File: config.mk
export PLATFORM = sky130hd
export DESIGN_NAME = load_store_unit_flat
export DESIGN_NICKNAME = d
export VERILOG_FILES = /design/src/rtl/mips_pkg.sv /design/src/rtl/load_store_unit_if.sv /design/src/rtl/load_align.sv /design/src/rtl/load_store_unit.sv /design/src/flat_wrapper.sv
export SDC_FILE = /design/constraint.sdc
export NUM_CORES = 1
export LEC_CHECK = 0
export ABC_CLOCK_PERIOD_IN_PS = 2050
export CAP_MARGIN = 20
export CORE_MARGIN = 1.5
export CORE_UTILIZATION = 41
export DETAILED_ROUTE_END_ITERATION = 10
export PLACE_DENSITY = 0.84
export SLEW_MARGIN = 10
export SYNTH_ARGS = -nofsm -noshare
export SYNTH_HDL_FRONTEND = slang
export SYNTH_SLANG_ARGS = --single-unit
File: constraint.sdc
create_clock -name clk -period 2.05 [get_ports clk]
set_input_delay 0.41 -clock clk [delete_from_list [all_inputs] [get_ports clk]]
set_output_delay 0.41 -clock clk [all_outputs]
set_load 0.02 [all_outputs]
File: src/rtl/mips_pkg.sv
// Shared MIPS definitions: load/store opcodes, LSU state encoding and
// small decode/merge helpers used by the load/store unit.
package mips_pkg;

    localparam logic [5:0] OP_LB  = 6'h20;
    localparam logic [5:0] OP_LH  = 6'h21;
    localparam logic [5:0] OP_LW  = 6'h23;
    localparam logic [5:0] OP_LBU = 6'h24;
    localparam logic [5:0] OP_LHU = 6'h25;
    localparam logic [5:0] OP_SB  = 6'h28;
    localparam logic [5:0] OP_SH  = 6'h29;
    localparam logic [5:0] OP_SW  = 6'h2B;

    typedef enum logic [1:0] {
        IDLE  = 2'd0,
        READ  = 2'd1,
        WRITE = 2'd2,
        DONE  = 2'd3
    } lsu_state_t;

    function automatic logic is_load(input logic [5:0] op);
        return (op == OP_LB) || (op == OP_LH) || (op == OP_LW) ||
               (op == OP_LBU) || (op == OP_LHU);
    endfunction

    function automatic logic is_store(input logic [5:0] op);
        return (op == OP_SB) || (op == OP_SH) || (op == OP_SW);
    endfunction

    function automatic logic is_known(input logic [5:0] op);
        return is_load(op) || is_store(op);
    endfunction

    // Halfword accesses need an even address, word accesses a multiple of 4.
    function automatic logic is_misaligned(input logic [5:0] op, input logic [1:0] off);
        logic mis;
        mis = 1'b0;
        case (op)
            OP_LH, OP_LHU, OP_SH: mis = off[0];
            OP_LW, OP_SW:         mis = (off != 2'b00);
            default:              mis = 1'b0;
        endcase
        return mis;
    endfunction

    // Replace one big-endian lane of a memory word with store data (SB/SH).
    function automatic logic [31:0] merge_store(input logic [31:0] word,
                                                input logic [31:0] wdata,
                                                input logic [1:0]  off,
                                                input logic [5:0]  op);
        logic [31:0] merged;
        merged = word;
        if (op == OP_SB) begin
            case (off)
                2'd0:    merged[31:24] = wdata[7:0];
                2'd1:    merged[23:16] = wdata[7:0];
                2'd2:    merged[15:8]  = wdata[7:0];
                default: merged[7:0]   = wdata[7:0];
            endcase
        end else if (op == OP_SH) begin
            if (off[1]) merged[15:0]  = wdata[15:0];
            else        merged[31:16] = wdata[15:0];
        end
        return merged;
    endfunction

endpackage

File: src/rtl/load_store_unit_if.sv
// Pipeline request/response and data-memory bus of the load/store unit.
interface load_store_unit_if;
    logic        req;
    logic        ready;
    logic [5:0]  opcode;
    logic [31:0] addr;
    logic [31:0] wdata;
    logic        done;
    logic [31:0] rdata;
    logic        misaligned;
    logic        memWrite;
    logic        memRead;
    logic [31:0] Address;
    logic [31:0] write_data;
    logic [31:0] read_data;

    // Pipeline plus data memory: issues requests and returns memory words.
    modport master (
        output req, opcode, addr, wdata, read_data,
        input  ready, done, rdata, misaligned, memWrite, memRead, Address, write_data
    );

    // The load/store unit itself.
    modport slave (
        input  req, opcode, addr, wdata, read_data,
        output ready, done, rdata, misaligned, memWrite, memRead, Address, write_data
    );
endinterface

File: src/rtl/load_align.sv
// Picks the addressed byte/halfword out of a big-endian memory word and
// sign- or zero-extends it according to the load opcode.
module load_align
    import mips_pkg::*;
(
    input  logic [31:0] word,
    input  logic [1:0]  offset,
    input  logic [5:0]  opcode,
    output logic [31:0] result
);

    logic [7:0]  byte_sel;
    logic [15:0] half_sel;

    // Lane selection and extension.
    always_comb begin
        // NOTE: every output of a combinational block gets a default first, so no path can infer a latch.
        byte_sel = word[31:24];
        half_sel = offset[1] ? word[15:0] : word[31:16];
        result   = word;
        case (offset)
            2'd1:    byte_sel = word[23:16];
            2'd2:    byte_sel = word[15:8];
            2'd3:    byte_sel = word[7:0];
            default: byte_sel = word[31:24];
        endcase
        case (opcode)
            OP_LB:   result = {{24{byte_sel[7]}}, byte_sel};
            OP_LBU:  result = {24'h0, byte_sel};
            OP_LH:   result = {{16{half_sel[15]}}, half_sel};
            OP_LHU:  result = {16'h0, half_sel};
            default: result = word;
        endcase
    end

endmodule

File: src/rtl/load_store_unit.sv
// Multi-cycle MIPS load/store unit. Loads read one word, SW writes one word,
// SB/SH read-modify-write one word; misaligned or unknown requests abort.
module load_store_unit
    import mips_pkg::*;
(
    input  logic               clk,
    input  logic               reset,
    load_store_unit_if.slave   bus
);

    lsu_state_t  state_q, state_d;
    logic [5:0]  op_q;
    logic [31:0] addr_q;
    logic [31:0] data_q;       // store data, replaced by the merged word for SB/SH
    logic        mis_q;
    logic [31:0] rdata_q;
    logic [31:0] load_result;
    logic        accept;

    assign accept = bus.req && (state_q == IDLE);

    load_align u_load_align (
        .word   (bus.read_data),
        .offset (addr_q[1:0]),
        .opcode (op_q),
        .result (load_result)
    );

    // Next-state selection and state-decoded outputs.
    always_comb begin
        state_d        = state_q;
        bus.ready      = 1'b0;
        bus.done       = 1'b0;
        bus.misaligned = 1'b0;
        bus.memRead    = 1'b0;
        bus.memWrite   = 1'b0;
        bus.Address    = 32'h0;
        bus.write_data = 32'h0;
        case (state_q)
            IDLE: begin
                bus.ready = 1'b1;
                if (bus.req) begin
                    if (!is_known(bus.opcode) || is_misaligned(bus.opcode, bus.addr[1:0]))
                        state_d = DONE;
                    else if (bus.opcode == OP_SW)
                        state_d = WRITE;
                    else
                        state_d = READ;
                end
            end
            READ: begin
                bus.memRead = 1'b1;
                bus.Address = {addr_q[31:2], 2'b00};
                state_d     = is_load(op_q) ? DONE : WRITE;
            end
            WRITE: begin
                bus.memWrite   = 1'b1;
                bus.Address    = {addr_q[31:2], 2'b00};
                bus.write_data = data_q;
                state_d        = DONE;
            end
            DONE: begin
                bus.done       = 1'b1;
                bus.misaligned = mis_q;
                state_d        = IDLE;
            end
            default: state_d = IDLE;
        endcase
    end

    // State register, request capture, load result and store merge.
    always_ff @(posedge clk) begin
        // NOTE: the request registers and rdata are ordinary flops (no memory array), so all are cleared by reset; rdata must read 0 afterwards.
        if (reset) begin
            state_q <= IDLE;
            op_q    <= 6'h0;
            addr_q  <= 32'h0;
            data_q  <= 32'h0;
            mis_q   <= 1'b0;
            rdata_q <= 32'h0;
        end else begin
            // NOTE: non-blocking assignments so every flop samples pre-edge values regardless of statement order.
            state_q <= state_d;
            if (accept) begin
                op_q   <= bus.opcode;
                addr_q <= bus.addr;
                data_q <= bus.wdata;
                mis_q  <= is_misaligned(bus.opcode, bus.addr[1:0]);
            end
            if (state_q == READ) begin
                if (is_load(op_q))
                    rdata_q <= load_result;
                else
                    data_q  <= merge_store(bus.read_data, data_q, addr_q[1:0], op_q);
            end
        end
    end

    assign bus.rdata = rdata_q;

endmodule

File: src/flat_wrapper.sv
// flat-port wrapper written by rule: the top's interface ports become plain ports
module load_store_unit_flat import mips_pkg::*;
  (clk, reset, bus_req, bus_opcode, bus_addr, bus_wdata, bus_read_data, bus_ready, bus_done, bus_rdata, bus_misaligned, bus_memWrite, bus_memRead, bus_Address, bus_write_data);
  load_store_unit_if bus_i ();
  input  logic clk;
  input  logic reset;
  input wire logic [$bits(bus_i.req)-1:0] bus_req;
  input wire logic [$bits(bus_i.opcode)-1:0] bus_opcode;
  input wire logic [$bits(bus_i.addr)-1:0] bus_addr;
  input wire logic [$bits(bus_i.wdata)-1:0] bus_wdata;
  input wire logic [$bits(bus_i.read_data)-1:0] bus_read_data;
  output wire logic [$bits(bus_i.ready)-1:0] bus_ready;
  output wire logic [$bits(bus_i.done)-1:0] bus_done;
  output wire logic [$bits(bus_i.rdata)-1:0] bus_rdata;
  output wire logic [$bits(bus_i.misaligned)-1:0] bus_misaligned;
  output wire logic [$bits(bus_i.memWrite)-1:0] bus_memWrite;
  output wire logic [$bits(bus_i.memRead)-1:0] bus_memRead;
  output wire logic [$bits(bus_i.Address)-1:0] bus_Address;
  output wire logic [$bits(bus_i.write_data)-1:0] bus_write_data;
  assign bus_i.req = bus_req;
  assign bus_i.opcode = bus_opcode;
  assign bus_i.addr = bus_addr;
  assign bus_i.wdata = bus_wdata;
  assign bus_i.read_data = bus_read_data;
  assign bus_ready = bus_i.ready;
  assign bus_done = bus_i.done;
  assign bus_rdata = bus_i.rdata;
  assign bus_misaligned = bus_i.misaligned;
  assign bus_memWrite = bus_i.memWrite;
  assign bus_memRead = bus_i.memRead;
  assign bus_Address = bus_i.Address;
  assign bus_write_data = bus_i.write_data;
  load_store_unit u_core (.clk(clk), .reset(reset), .bus(bus_i));
endmodule
==> results.txt, run 1 <==
----------------------------------------------------
[STA]
  Fin worst setup slack ... 0.0437 ns
  Transition time at the pin with the least slew margin ... 0.589 ns
  Hold violation count in the final report ... 0
  Count of endpoints failing setup in the final report ... 0
  Ratio of final minimum period to clock period ... 97.9%
  Maximum clock skew at final layout ... 0.00770 ns
  Sum of negative setup slack ... 0 ns
  Fmax ... 498 MHz
  Worst rel slew slack ... 60.7%
  Final-report max-slew violation count ... 0
  Clock period minus worst slack ... 2.01 ns

[Finish]
  Number of non-filler instances in the completed layout ... 1102
  Signed area change from the synthesized netlist to the final layout ... 47.1%
  Fill cell count ... 1179
  Fraction of final layout cells with drive strength greater than 1 ... 19.1%
  Number of nets in the layout ... 1029

[Clocking]
  TritonCTS buffer count ... 9
  Clock edge transition at the registers on the reported setup and hold paths ... 0.07 ns
  Buffer levels on the longest clock path ... 2
  Clock latency reported for the late side of the worst-skew pair ... 0.35 ns
  CTS Hold Buffers Added ... 0
  CTS tree ... yes
  Count of H-tree levels built during CTS ... 3
  TritonCTS sink count ... 105
  Post-CTS setup buffer count ... 0
  Post_cts resized ... 183
  Clock tree root buffer cell ... sky130_fd_sc_hd__clkbuf_16

[Worst setup path]
  Instance count on the critical path ... 5
  Slowest cell on crit path ... sky130_fd_sc_hd__or4b_4
  Critical path fanouts, max ... 6
  Largest stage delay, worst path ... 0.55 ns
  Count of buffer and inverter cells on the critical path ... 1
  Kind of capture point of the worst setup path ... flip-flop
  Cell count of the worst reg-to-reg path ... 5
  Kind of cell adding the most delay to the critical path ... simple AND/OR/NAND/NOR gates
  Worst Path Class, Setup ... flip-flop to flip-flop
  Data required, critical path ... 2.27 ns
  Critical path cell sequence ... or4b_4 -> or3_1 -> buf_4 -> mux2i_1 -> a211oi_1
  Endpoint arrival time on the critical path ... 2.22 ns
  Type of element launching the critical path ... flip-flop

[Synthesis]
  Flip-flop and latch count after synthesis ... 105
  Part of the Yosys area used for sequential elements ... 37.0%
  Cell type with the largest total area after synthesis ... sky130_fd_sc_hd__dfxtp_1
  Synthesized cell area ... 5680 sq um
  Average cell area after synthesis ... 8.07 sq um
  Synth Flop Type ... sky130_fd_sc_hd__dfxtp_1
  Area share of the largest cell type after synthesis ... 37.0%
  Synth Warn # ... 0
  Leading post-synthesis cells by cell area ... sky130_fd_sc_hd__dfxtp_1 (37%), sky130_fd_sc_hd__nand2_1 (9.2%), sky130_fd_sc_hd__and2_1 (8.0%), sky130_fd_sc_hd__a221oi_1 (6.2%), sky130_fd_sc_hd__a211oi_1 (5.5%)
  Number of flops mapped to enable cells by yosys ... 0
  Proportion of synthesized flip-flops having asynchronous set or reset ... 0%
  Gate Count Post-Synth ... 704
  Number of distinct library cell variants in the gate-level netlist after synthesis ... 48

[Placed design]
  Post-Place Cells ... 1085
  Post-Place Worst Slack ... -0.0788 ns
  Half-perimeter wire length after placement ... 14600 um
  Port buffer count ... 203
  Weighted congestion at the end of routability-driven global placement ... 0.916

[Routing]
  Count of nets left with antenna violations after detail routing ... 0
  Post-route DRC violation count ... 0
  Drt via density ... 5.57
  First-pass detailed-route iteration total ... 5
  Average wire length per cell after detail routing ... 18.1 um
  Post-Route WL ... 19900 um
  Number of vias after detailed routing ... 6137
  Starting DRC count in detailed routing ... 489

[GRT]
  Global routing usage summed across all routing layers ... 27.1%
  First-pass GRT wire length ... 30900 um
  Grt total ovfl ... 0
  Number of antenna violations at the first check in global routing ... 0
  Via count of the first global-routing pass ... 5755
  Largest net degree at the start of global routing ... 44

[Floorplan]
  Effective utilization at floorplan ... 42.4%
  Die area ... 14600 sq um
  Placeable core region ... 13400 sq um
  Chip Height ... 121 um
  Number of primary I/O pins ... 206
  Count of standard-cell rows ... 42
  Overall die width ... 121 um

[Power]
  Power density normalized to cell area ... 1060 nW/um^2
  Leak Pwr ... 3.40 nW
  Overall power of the completed layout ... 8.86 mW
  Worst voltage drop across the vdd grid ... 0.531 mV

[Run]
  Max-capacitance violation count ... 0

[Worst hold path]
  Hold Path Cell Cnt ... 2
  Type of the worst min-delay path ... flip-flop to flip-flop

[Run status]
  Run status ... finished clean

----------------------------------------------------
[registers in the layout, indices dropped and copies added (netlist names)]
name	flops
u_core.data_q	32
u_core.addr_q	32
u_core.state_q	2
u_core.op_q	6
u_core.mis_q	1
u_core.bus.rdata	32
[placed cells by master, fill, tap and decap left out, types with 10 or more instances in the layout]
master	netlist	layout
sky130_fd_sc_hd__a21oi_1	50	50
sky130_fd_sc_hd__mux2i_1	31	28
sky130_fd_sc_hd__inv_1	12	11
sky130_fd_sc_hd__buf_2	8	27
sky130_fd_sc_hd__a221oi_1	40	40
sky130_fd_sc_hd__nor3_1	10	10
sky130_fd_sc_hd__nor2_1	30	30
sky130_fd_sc_hd__dfxtp_1	105	105
sky130_fd_sc_hd__nor2b_1	11	11
sky130_fd_sc_hd__and2_1	73	72
sky130_fd_sc_hd__a211oi_1	42	39
sky130_fd_sc_hd__buf_4	3	61
sky130_fd_sc_hd__o211ai_1	16	16
sky130_fd_sc_hd__clkbuf_2	0	29
sky130_fd_sc_hd__clkdlybuf4s50_1	0	136
sky130_fd_sc_hd__nand2_1	139	138
[synthesized netlist by cell type, drive strengths merged, types with 2 or more instances]
master / count
dfxtp: 105
nor2b: 11
a221oi: 40
a21oi: 50
nand4b: 2
nand2: 139
o21ai: 8
a211oi: 42
ha: 4
nor2: 30
o21bai: 8
nand4: 2
clkbuf: 50
o211ai: 17
inv: 12
and2: 73
nor3: 11
mux2i: 31
or4b: 2
a22o: 8
mux2: 7
mux4: 2
nor3b: 3
buf: 14
nand2b: 2
and3: 9
o2111ai: 8
nor4b: 3
[logic make-up after synthesis]
group                    synth area share, %
AO/OA/AOI/OAI                           23.7
AND/OR/NAND/NOR                         25.2
buffers and inverters                   5.53
flip-flops                              37.0
multiplexers                            7.64
other                                 0.0660
adder cells (fa/ha/maj)                0.881
[final cells by class]
| cell class | instances | area [sq um] | share of cell area (%) |
|---|---|---|---|
| timing repair buffer | 268 | 2310 | 27.6 |
| clock buffer | 9 | 225 | 2.69 |
| antenna | 1 | 2.50 | 0.0299 |
| sequential | 105 | 2100 | 25.1 |
| tap | 176 | 220 | 2.63 |
| inverter | 12 | 45.0 | 0.539 |
| clock inverter | 7 | 103 | 1.23 |
| multi-input combinational | 524 | 3360 | 40.2 |
[worst paths after layout]
path	from	end	slack [ns]
setup / recovery	u_core.op_q[1]$_SDFFE_PP0P_	u_core.data_q[16]$_SDFF_PP0_	0.04
hold / removal	u_core.addr_q[15]$_SDFFE_PP0P_	u_core.addr_q[15]$_SDFFE_PP0P_	0.45
setup reg to reg	u_core.op_q[1]$_SDFFE_PP0P_	u_core.data_q[16]$_SDFF_PP0_	0.04
hold reg to reg	u_core.addr_q[15]$_SDFFE_PP0P_	u_core.addr_q[15]$_SDFFE_PP0P_	0.45
[where the power goes]
group | switching [mW] | leakage, nW | internal (mW)
combinational | 2.36 | 2.39 | 1.78
sequential | 0.317 | 0.858 | 2.50
clock | 0.819 | 0.150 | 1.08
total | 3.50 | 3.40 | 5.37
[routing by layer]
metal  wire length [um]  GRT usage [%]  up-vias  part of all wire, %
li1                   -              -     2944                    -
met1               8450           35.2     2805                   42
met2               8750           42.3      332                   44
met3               1830           5.66       56                  9.2
met4                911           14.3        0                  4.6
met5                  0              0        -                    0
[worst min-delay path, cell delays in order, from the launching register on]
cell and delay [ns]:
sky130_fd_sc_hd__dfxtp_1 0.31, sky130_fd_sc_hd__nand2_1 0.05, sky130_fd_sc_hd__a21oi_1 0.05
[through the flow]
stage / utilization [%] / area, sq um / hold WS, ns
floorplan: - / 5690 / 0.432
global placement: 61.4 / 8230 / 0.438
detailed placement: 61.4 / 8230 / 0.443
CTS: 63.2 / 8470 / 0.453
global route: 62.4 / 8360 / 0.475
finish: 62.4 / 8360 / 0.452
Power figures use the tool's default switching activity.
==> run 2: changes to the inputs <==
- GPL_ROUTABILITY_DRIVEN: default -> 0
==> results.txt, run 2 (synthesized netlist as in run 1, its figures left out) <==
----------------------------------------------------
[Power]
  Combinational share of power ... 49.1%
  Leak Pwr ... 3.42 nW
  Share of total power in the clock network ... 19.4%
  Internal power of the cells ... 5.45 mW
  Proportion of total power due to net switching ... 39.6%
  Overall power of the completed layout ... 9.02 mW
  Power dissipated by switching net loads ... 3.57 mW
  Power density normalized to cell area ... 1070 nW/um^2
  Worst voltage drop across the vdd grid ... 0.826 mV
  Power share of the sequential group ... 31.5%

[STA]
  Worst rel slew slack ... 59.1%
  Ratio of final minimum period to clock period ... 97.5%
  Maximum clock skew at final layout ... 0.00974 ns
  Final-report max-slew violation count ... 0
  Clock period minus worst slack ... 2.00 ns
  Worst hold slack after final layout ... 0.453 ns
  Sum of negative setup slack ... 0 ns
  Transition time at the pin with the least slew margin ... 0.612 ns
  Count of endpoints failing setup in the final report ... 0
  Hold violation count in the final report ... 0
  Fmax ... 500 MHz

[Worst setup path]
  Endpoint arrival time on the critical path ... 2.22 ns
  Data required, critical path ... 2.27 ns
  R2r startpoint ... u_core.op_q[1]$_SDFFE_PP0P_
  Type of element launching the critical path ... flip-flop
  Worst Path Class, Setup ... flip-flop to flip-flop
  Critical path fanouts, max ... 7
  Kind of capture point of the worst setup path ... flip-flop
  CP startpoint ... u_core.op_q[1]$_SDFFE_PP0P_

[Clocking]
  CTS Hold Buffers Added ... 0
  TritonCTS buffer count ... 9
  Count of H-tree levels built during CTS ... 3
  Clock latency reported for the late side of the worst-skew pair ... 0.37 ns
  Clock tree root buffer cell ... sky130_fd_sc_hd__clkbuf_16
  CTS tree ... yes
  TritonCTS sink count ... 105
  Buffer levels on the longest clock path ... 2
  Clock edge transition at the registers on the reported setup and hold paths ... 0.07 ns

[Run]
  Max-capacitance violation count ... 0

[Routing]
  Number of vias after detailed routing ... 6336
  Post-route DRC violation count ... 0
  Average wire length per cell after detail routing ... 18.6 um
  Post-Route WL ... 20500 um
  Starting DRC count in detailed routing ... 459
  First-pass detailed-route iteration total ... 5
  Drt via density ... 5.74
  Count of nets left with antenna violations after detail routing ... 0

[Finish]
  Fill cell count ... 1163
  Top library cells by usage in the layout, fill and taps aside ... sky130_fd_sc_hd__nand2_1 (138), sky130_fd_sc_hd__clkdlybuf4s50_1 (136), sky130_fd_sc_hd__dfxtp_1 (104)
  Signed area change from the synthesized netlist to the final layout ... 48.8%
  Most common cell after layout, fill and taps aside ... sky130_fd_sc_hd__nand2_1
  Sequential cell area in the final layout ... 2100 sq um
  Fraction of final layout cells with drive strength greater than 1 ... 18.6%
  Number of nets in the layout ... 1031
  Design Area, Final ... 8460 sq um
  Multi-input gate area ... 3330 sq um
  Antenna cells ... 0

[Worst hold path]
  Hold Startpoint ... u_core.addr_q[27]$_SDFFE_PP0P_
  Type of the worst min-delay path ... flip-flop to flip-flop

[Placed design]
  Port buffer count ... 203
  Dpl cell area ... 8230 sq um
  Half-perimeter wire length after placement ... 14700 um

[GRT]
  Number of antenna violations at the first check in global routing ... 0
  Global routing usage summed across all routing layers ... 28.3%
  First-pass GRT wire length ... 32100 um
  Via count of the first global-routing pass ... 6084
  Largest net degree at the start of global routing ... 52
  Grt total ovfl ... 0

[Floorplan]
  Count of standard-cell rows ... 42
  Placeable core region ... 13400 sq um
  Overall die width ... 121 um
  Effective utilization at floorplan ... 42.4%
  Die area ... 14600 sq um
  Chip Height ... 121 um
  Number of primary I/O pins ... 206

[Run status]
  Run status ... finished clean

----------------------------------------------------
-- run 2: changes by cell type in the layout (fill, tap and decap cells not counted), moves of 3 or more --
cell,previous run,this run
sky130_fd_sc_hd__clkdlybuf4s15_2,6,23
sky130_fd_sc_hd__mux2i_1,28,31
sky130_fd_sc_hd__clkbuf_2,29,5
sky130_fd_sc_hd__buf_2,27,32
-- run 2: metal layers --
metal  part of all wire, %  vias up  track usage [%]
met1                    40     2952             33.8
met4                   4.9        0             14.9
met3                    10       68             9.48
li1                      -     2951                -
met5                     0        -                0
met2                    45      365             44.9
-- run 2: metrics by stage --
step	util (%)	setup slack (ns)	cells
final	63.1	0.0517	1103
after global routing	63.1	-0.00150	1103
after CTS	63.9	0.000102	1102
after detailed placement	61.4	-0.0594	1085
after global placement	61.4	-0.0413	1085
after floorplan	-	0.0395	705
-- run 2: power groups by stage --
stage                     combinational (mW)  sequential [mW]  clock, mW
final                                   4.43             2.84       1.75
after global routing                    4.79             2.88       1.85
after CTS                               4.34             2.83       1.77
after detailed placement                4.20             2.86          0
after global placement                  4.13             2.85          0
after floorplan                         2.37             2.82          0
-- run 2: final timing paths --
kind / end / slack (ns) / cells after the start
worst min register to register: u_core.addr_q[27]$_SDFFE_PP0P_ / 0.45 / 2
worst min-delay path: u_core.addr_q[27]$_SDFFE_PP0P_ / 0.45 / 2
worst max-delay path: u_core.data_q[19]$_SDFF_PP0_ / 0.05 / 5
worst max register to register: u_core.data_q[19]$_SDFF_PP0_ / 0.05 / 5
-- run 2: final cells by class --
class	instances	share of cell area, %
multi-input cells	524	39.4
repair buffers	270	29.2
flip-flops and latches	105	24.9
clock buffers	11	2.75
well taps	176	2.60
clock inverters	5	0.666
inverters	12	0.533
-- run 2: worst max-delay path: stages, from the launching register on --
cell and delay [ns]:
sky130_fd_sc_hd__dfxtp_1 0.31, sky130_fd_sc_hd__or4b_4 0.54, sky130_fd_sc_hd__or3_1 0.40, sky130_fd_sc_hd__buf_4 0.19, sky130_fd_sc_hd__mux2i_1 0.30, sky130_fd_sc_hd__a211oi_2 0.12
-- run 2: repair_timing --
action | CTS | global route
cloned | 1 | 1
endpoints found under the setup margin | 66 | 83
pin swaps | 1 | 6
resized for setup | 200 | 40
setup buffers | 0 | 0
